===== config.mk =====
export PLATFORM = sky130hd
export DESIGN_NAME = tone_synth
export DESIGN_NICKNAME = d
export VERILOG_FILES = /design/src/rtl/tone_synth_pkg.sv /design/src/rtl/tone_voice.sv /design/src/rtl/tone_synth.sv
export SDC_FILE = /design/constraint.sdc
export NUM_CORES = 1
export LEC_CHECK = 0
export ABC_AREA = 1
export BUFFER_PORTS_ARGS = -buffer_cell sky130_fd_sc_hd__buf_4
export CORE_ASPECT_RATIO = 1.4
export CORE_UTILIZATION = 50
export CTS_BUF_LIST = sky130_fd_sc_hd__clkbuf_4
export DETAILED_ROUTE_END_ITERATION = 10
export GPL_TIMING_DRIVEN = 0
export PLACE_DENSITY_LB_ADDON = 0.12
export SLEW_MARGIN = 0
export SYNTH_ARGS = -nofsm -noshare
export SYNTH_HDL_FRONTEND = slang
export SYNTH_SLANG_ARGS = --single-unit

===== constraint.sdc =====
create_clock -name clk -period 5.3 [get_ports clk]
set_input_delay 0.795 -clock clk [delete_from_list [all_inputs] [get_ports clk]]
set_output_delay 0.795 -clock clk [all_outputs]
set_load 0.02 [all_outputs]

===== src/rtl/tone_synth_pkg.sv =====
// rtl/tone_synth_pkg.sv - shared note table, voice state type and half-period helper for tone_synth
package tone_synth_pkg;

    // Base frequencies in Hz indexed by note code; code 0 is the silent note.
    localparam int unsigned BASE_FREQ_HZ [8] = '{0, 33, 37, 41, 44, 49, 55, 62};

    typedef enum logic [1:0] {
        IDLE    = 2'd0,
        PLAY    = 2'd1,
        RELEASE = 2'd2
    } voice_state_t;

    // Octaves 0 and 1 share the base pitch; each higher octave halves the period.
    function automatic int unsigned tone_half_period(
        input int unsigned clk_hz,
        input logic [2:0]  note,
        input logic [2:0]  octave
    );
        int unsigned hp;
        hp = 0;
        if (note != 3'd0) begin
            hp = clk_hz / (2 * BASE_FREQ_HZ[note]);
            if (octave > 3'd1) begin
                hp = hp >> (octave - 3'd1);
            end
        end
        return hp;
    endfunction

endpackage


===== src/rtl/tone_voice.sv =====
// rtl/tone_voice.sv - one voice: key FSM, half-period divider and amplitude (RELEASE state with TONE_SYNTH_DECAY_EN)
module tone_voice
    import tone_synth_pkg::*;
#(
    parameter int CLK_HZ = 100000000,
    parameter int AMP_W  = 4,
    parameter int DIV_W  = 32
) (
    input  logic             clk,
    input  logic             rst,
    input  logic             key_valid,
    input  logic [2:0]       key_note,
    input  logic [2:0]       key_octave,
`ifdef TONE_SYNTH_DECAY_EN
    input  logic             decay_pulse,
`endif
    output logic             busy,
    output logic             sq,
    output logic [AMP_W-1:0] amp
);

    localparam logic [AMP_W-1:0] AMP_MAX = '1;

    voice_state_t     state_q, state_d;
    logic [DIV_W-1:0] cnt_q, cnt_d;
    logic [DIV_W-1:0] hp_q, hp_d;
    logic             sq_q, sq_d;
    logic [AMP_W-1:0] amp_q, amp_d;
    logic [2:0]       note_q, note_d;
    logic [2:0]       oct_q, oct_d;
    logic             keyed;
    logic             retune;
    logic             trigger;

    // Every note/octave pair resolves to a constant, so the runtime lookup is a plain mux.
    logic [DIV_W-1:0] hp_lut [64];
    for (genvar n = 0; n < 8; n++) begin : g_hp_note
        for (genvar o = 0; o < 8; o++) begin : g_hp_oct
            assign hp_lut[n*8 + o] = DIV_W'(tone_half_period(int'(CLK_HZ), 3'(n), 3'(o)));
        end
    end

    assign keyed = key_valid && (key_note != 3'd0);

    always_ff @(posedge clk) begin
        if (rst) begin
            state_q <= IDLE;
            cnt_q   <= DIV_W'(1);
            hp_q    <= '0;
            sq_q    <= 1'b0;
            amp_q   <= '0;
            note_q  <= '0;
            oct_q   <= '0;
        end else begin
            state_q <= state_d;
            cnt_q   <= cnt_d;
            hp_q    <= hp_d;
            sq_q    <= sq_d;
            amp_q   <= amp_d;
            note_q  <= note_d;
            oct_q   <= oct_d;
        end
    end

    always_comb begin
        state_d = state_q;
        cnt_d   = cnt_q;
        hp_d    = hp_q;
        sq_d    = sq_q;
        amp_d   = amp_q;
        note_d  = note_q;
        oct_d   = oct_q;
        trigger = 1'b0;
        retune  = 1'b0;

        if (state_q != IDLE) begin
            if (cnt_q == hp_q) begin
                cnt_d = DIV_W'(1);
                sq_d  = ~sq_q;
            end else begin
                cnt_d = cnt_q + DIV_W'(1);
            end
        end

        case (state_q)
            IDLE: begin
                if (keyed) begin
                    state_d = PLAY;
                    trigger = 1'b1;
                end
            end
            PLAY: begin
                if (!keyed) begin
`ifdef TONE_SYNTH_DECAY_EN
                    state_d = RELEASE;
`else
                    state_d = IDLE;
                    amp_d   = '0;
                    sq_d    = 1'b0;
                    cnt_d   = DIV_W'(1);
`endif
                end else if ((key_note != note_q) || (key_octave != oct_q)) begin
                    retune = 1'b1;
                end
            end
`ifdef TONE_SYNTH_DECAY_EN
            RELEASE: begin
                if (keyed) begin
                    state_d = PLAY;
                    trigger = 1'b1;
                end else if (decay_pulse) begin
                    if (amp_q <= AMP_W'(1)) begin
                        state_d = IDLE;
                        amp_d   = '0;
                        sq_d    = 1'b0;
                        cnt_d   = DIV_W'(1);
                    end else begin
                        amp_d = amp_q - AMP_W'(1);
                    end
                end
            end
`endif
            default: begin
                state_d = IDLE;
            end
        endcase

        if (trigger || retune) begin
            hp_d   = hp_lut[{key_note, key_octave}];
            cnt_d  = DIV_W'(1);
            sq_d   = 1'b1;
            note_d = key_note;
            oct_d  = key_octave;
        end
        if (trigger) begin
            amp_d = AMP_MAX;
        end
    end

    assign busy = (state_q != IDLE);
    assign sq   = sq_q;
    assign amp  = amp_q;

endmodule


===== src/rtl/tone_synth.sv =====
// rtl/tone_synth.sv - polyphonic square-wave synth with PWM amp driver (decay via TONE_SYNTH_DECAY_EN)
module tone_synth
    import tone_synth_pkg::*;
#(
    parameter int CLK_HZ      = 100000000,
    parameter int N_VOICES    = 4,
    parameter int AMP_W       = 4,
    parameter int DIV_W       = 32,
    parameter int DECAY_TICKS = 1000000
) (
    input  logic                  clk,
    input  logic                  rst,
    input  logic [N_VOICES-1:0]   key_valid,
    input  logic [3*N_VOICES-1:0] key_note,
    input  logic [3*N_VOICES-1:0] key_octave,
    output logic [N_VOICES-1:0]   voice_busy,
    output logic                  AIN,
    output logic                  GAIN,
    output logic                  NC,
    output logic                  ACTIVE
);

    localparam int MIX_W = AMP_W + $clog2(N_VOICES);

    logic [N_VOICES-1:0] sq;
    logic [AMP_W-1:0]    amp [N_VOICES];
    logic [MIX_W-1:0]    mix_sum;
    logic [MIX_W-1:0]    level_q;
    logic [MIX_W-1:0]    pwm_cnt_q;

`ifdef TONE_SYNTH_DECAY_EN
    localparam int DECAY_W = (DECAY_TICKS > 1) ? $clog2(DECAY_TICKS) : 1;

    logic [DECAY_W-1:0] decay_cnt_q;
    logic               decay_pulse;

    assign decay_pulse = (decay_cnt_q == DECAY_W'(DECAY_TICKS - 1));

    always_ff @(posedge clk) begin
        if (rst || decay_pulse) begin
            decay_cnt_q <= '0;
        end else begin
            decay_cnt_q <= decay_cnt_q + DECAY_W'(1);
        end
    end
`else
    localparam int unused_decay_ticks = DECAY_TICKS;
`endif

    for (genvar i = 0; i < N_VOICES; i++) begin : g_voice
        tone_voice #(
            .CLK_HZ (CLK_HZ),
            .AMP_W  (AMP_W),
            .DIV_W  (DIV_W)
        ) u_voice (
            .clk        (clk),
            .rst        (rst),
            .key_valid  (key_valid[i]),
            .key_note   (key_note[3*i +: 3]),
            .key_octave (key_octave[3*i +: 3]),
`ifdef TONE_SYNTH_DECAY_EN
            .decay_pulse(decay_pulse),
`endif
            .busy       (voice_busy[i]),
            .sq         (sq[i]),
            .amp        (amp[i])
        );
    end

    always_comb begin
        mix_sum = '0;
        for (int i = 0; i < N_VOICES; i++) begin
            if (sq[i]) begin
                mix_sum = mix_sum + MIX_W'(amp[i]);
            end
        end
    end

    // pwm_cnt wraps naturally, so a full-scale level still leaves one low slot per frame.
    always_ff @(posedge clk) begin
        if (rst) begin
            level_q   <= '0;
            pwm_cnt_q <= '0;
            AIN       <= 1'b0;
            ACTIVE    <= 1'b0;
        end else begin
            level_q   <= mix_sum;
            pwm_cnt_q <= pwm_cnt_q + MIX_W'(1);
            AIN       <= (pwm_cnt_q < level_q);
            ACTIVE    <= |voice_busy;
        end
    end

    assign GAIN = 1'b1;
    assign NC   = 1'b0;

endmodule

==> results.ini <==
[clocking]
cts_root_buf=clkbuf_4
cts_resized=0
cts_tree=yes
cts_max_path_buffers=3
clk_latency_ns=0.76
cts_made_buffers=71
cts.clk_slew.worst_paths_ns=0.06
htreeDepth=3
cts.sinks=262
post_cts_buffers=0
cts_hold_buf=0

[detailed_routing]
drt-total-wl_um=70000
drc=0
wl_per_cell_um=18.7
first_iter_violations=1763
ant_nets=0
dr.pass1.iters=8
vias_per_cell=5.77
routed-via-count=21700

[synthesis]
synth_cell_types=62
yosysTopAreaCell=dfxtp_1
synthCells=3129
ys_async_sr_fraction=0
synth_seq_cells=262
synth_area_mm2=0.0192
yosys_warnings=0
synth_flop_cell=dfxtp_1
ys_seq_area_frac=0.273
avgSynthCellArea_um2=6.15
synth_top_area_frac=0.273
synth-edff-count=0
synth_area_leaders=dfxtp_1 27%, nand2_1 17%, nor2_1 8.0%
syn-num-nets=3241

[grt]
grtUsageTotal=0.357
grt_pass1_vias=21100
antenna_found_initial=2
grt_overflow=0
grt_pass1_wl_um=111000
grt_start_max_net_pins=14

[worst_setup_path]
cpPeakStageDelay_ns=0.40
crit_buf_inv=4
cp_top_family=adder cells
cp-start-kind=flop
worstPathRequired_ns=5.95
crit_type=reg2reg
cp_cell_sequence=nand2_1 -> ha_1 -> o21ai_0 -> inv_1 -> ha_1 -> inv_1 -> fa_1 -> inv_1 -> fa_1 -> o21ai_0 -> inv_1 -> ha_1 -> a21oi_1 -> nand2_1 -> nand2_1 -> nand2_1 -> nand3_1 -> nor3b_1
crit_arrival_ns=4.12
critPathMaxFanout=4
cp_slowest_cell=fa_1
cp-end-kind=flop

[timing]
hold_viol_final=0
finalCritPeriodShare=0.655
finClkSkew_ns=0.0466
period_minus_slack_ns=3.47
max_freq_mhz=288
maxSlewViolCount=0
worst_pin_slew_ns=0.838
rsz0062_at_grt=false
setup-tns-final_ns=0
slew_headroom=0.441
setup_viol=0

[pwr]
power_density_mw_per_mm2=256
peakVddDrop_mv=0.151
power.leakage_nw=8.87

[run]
maxCapViolCount=0

[placement]
gp_congestion=1.04
portBuffers=28
dp_hpwl_um=53100
place_area_mm2=0.0200

[layout]
final_util=0.556
final_design_area_no_fill_mm2=0.0210
final_common_cell=nand2_1
nets=3342
area_growth_pct=9.01
most-common-layout-cells=894 x nand2_1, 408 x nor2_1, 348 x inv_1, 262 x dfxtp_1, 226 x o21ai_0
drive_gt1_frac=0.0830

[floorplan]
coreArea_mm2=0.0377
row_count=84
io_pins=38
die_h_um=234
dieArea_mm2=0.0393
fp.dieW_um=168
initial_core_util=0.510

[outcome]
outcome=completed

[min_path]
hp-class=reg2reg

## flip-flops by register name, indices dropped and copies added (netlist names)
name / cells
ACTIVE: 1
AIN: 1
g_voice.u_voice.amp: 4
g_voice.u_voice.cnt_q: 128
g_voice.u_voice.hp_q: 84
g_voice.u_voice.note_q: 12
g_voice.u_voice.oct_q: 12
g_voice.u_voice.sq: 4
g_voice.u_voice.state_q: 4
level_q: 6
pwm_cnt_q: 6
## final timing paths
kind / from / to / slack [ns] / cells after the start
worst max register to register: g_voice[0].u_voice.sq / level_q[5] / 1.83 / 18
worst min-delay path: g_voice[1].u_voice.hp_q[7] / g_voice[1].u_voice.hp_q[7] / 0.47 / 2
worst max-delay path: g_voice[0].u_voice.sq / level_q[5] / 1.83 / 18
worst min register to register: g_voice[1].u_voice.hp_q[7] / g_voice[1].u_voice.hp_q[7] / 0.47 / 2
## metal layers
layer | wire length [um] | vias to the layer above | GRT usage | part of all wire
met5 | 0 | - | 0 | 0
met4 | 4750 | 0 | 0.249 | 0.068
met3 | 4390 | 327 | 0.0535 | 0.063
met2 | 35100 | 1035 | 0.655 | 0.50
met1 | 25800 | 9910 | 0.374 | 0.37
li1 | - | 10400 | - | -
## tightest hold or removal path, cell delays in order (launching register included)
cell and delay, ns:
dfxtp_1 0.32, nand2_1 0.07, nand2_1 0.04
## cells in the mapped netlist (23+ instances only)
library cell and n:
inv_2 23, inv_1 348, ha_1 78, buf_2 36, nor2_1 408, nor3_1 51, xor2_1 79, nand4_1 46
o21ai_0 226, o22ai_1 60, a21oi_1 130, nand2_1 894, nor2_4 25, nand3_1 186, clkbuf_1 48, o211ai_1 36
dfxtp_1 262
## through the flow
step / hold WS (ns) / setup slack (ns) / std cells / power [W]
after floorplan: 0.430 / 2.27 / 3129 / 0.00302
after global placement: 0.444 / 2.04 / 3630 / 0.00343
after detailed placement: 0.465 / 1.87 / 3630 / 0.00344
after CTS: 0.472 / 1.86 / 3751 / 0.00537
after global routing: 0.497 / 1.56 / 3753 / 0.00563
final: 0.472 / 1.83 / 3753 / 0.00537
## where the power goes
group | internal (W) | switching, W
Sequential | 0.00207 | 0.0000894
Combinational | 0.000394 | 0.000891
Clock | 0.00104 | 0.000892
Total | 0.00350 | 0.00187
## area by class of cell
class / count / area (um2)
Sequential cell: 262 / 5250
Fill cell: 3727 / 16800
Tap cell: 473 / 592
Buffer: 114 / 572
Timing Repair Buffer: 28 / 210
Multi-Input combinational cell: 2375 / 12000
Inverter: 378 / 1430
Antenna cell: 2 / 5.00
Clock inverter: 25 / 206
Clock buffer: 96 / 721
## cells by family after synthesis
logic type,share of synthesized area
mux,0.000520
fa+ha+maj,0.0549
simple gates,0.367
buf+inv,0.104
other cells,0.000390
flops,0.273
compound gates,0.156
xor+xnor,0.0446
Power figures use the tool's default switching activity.
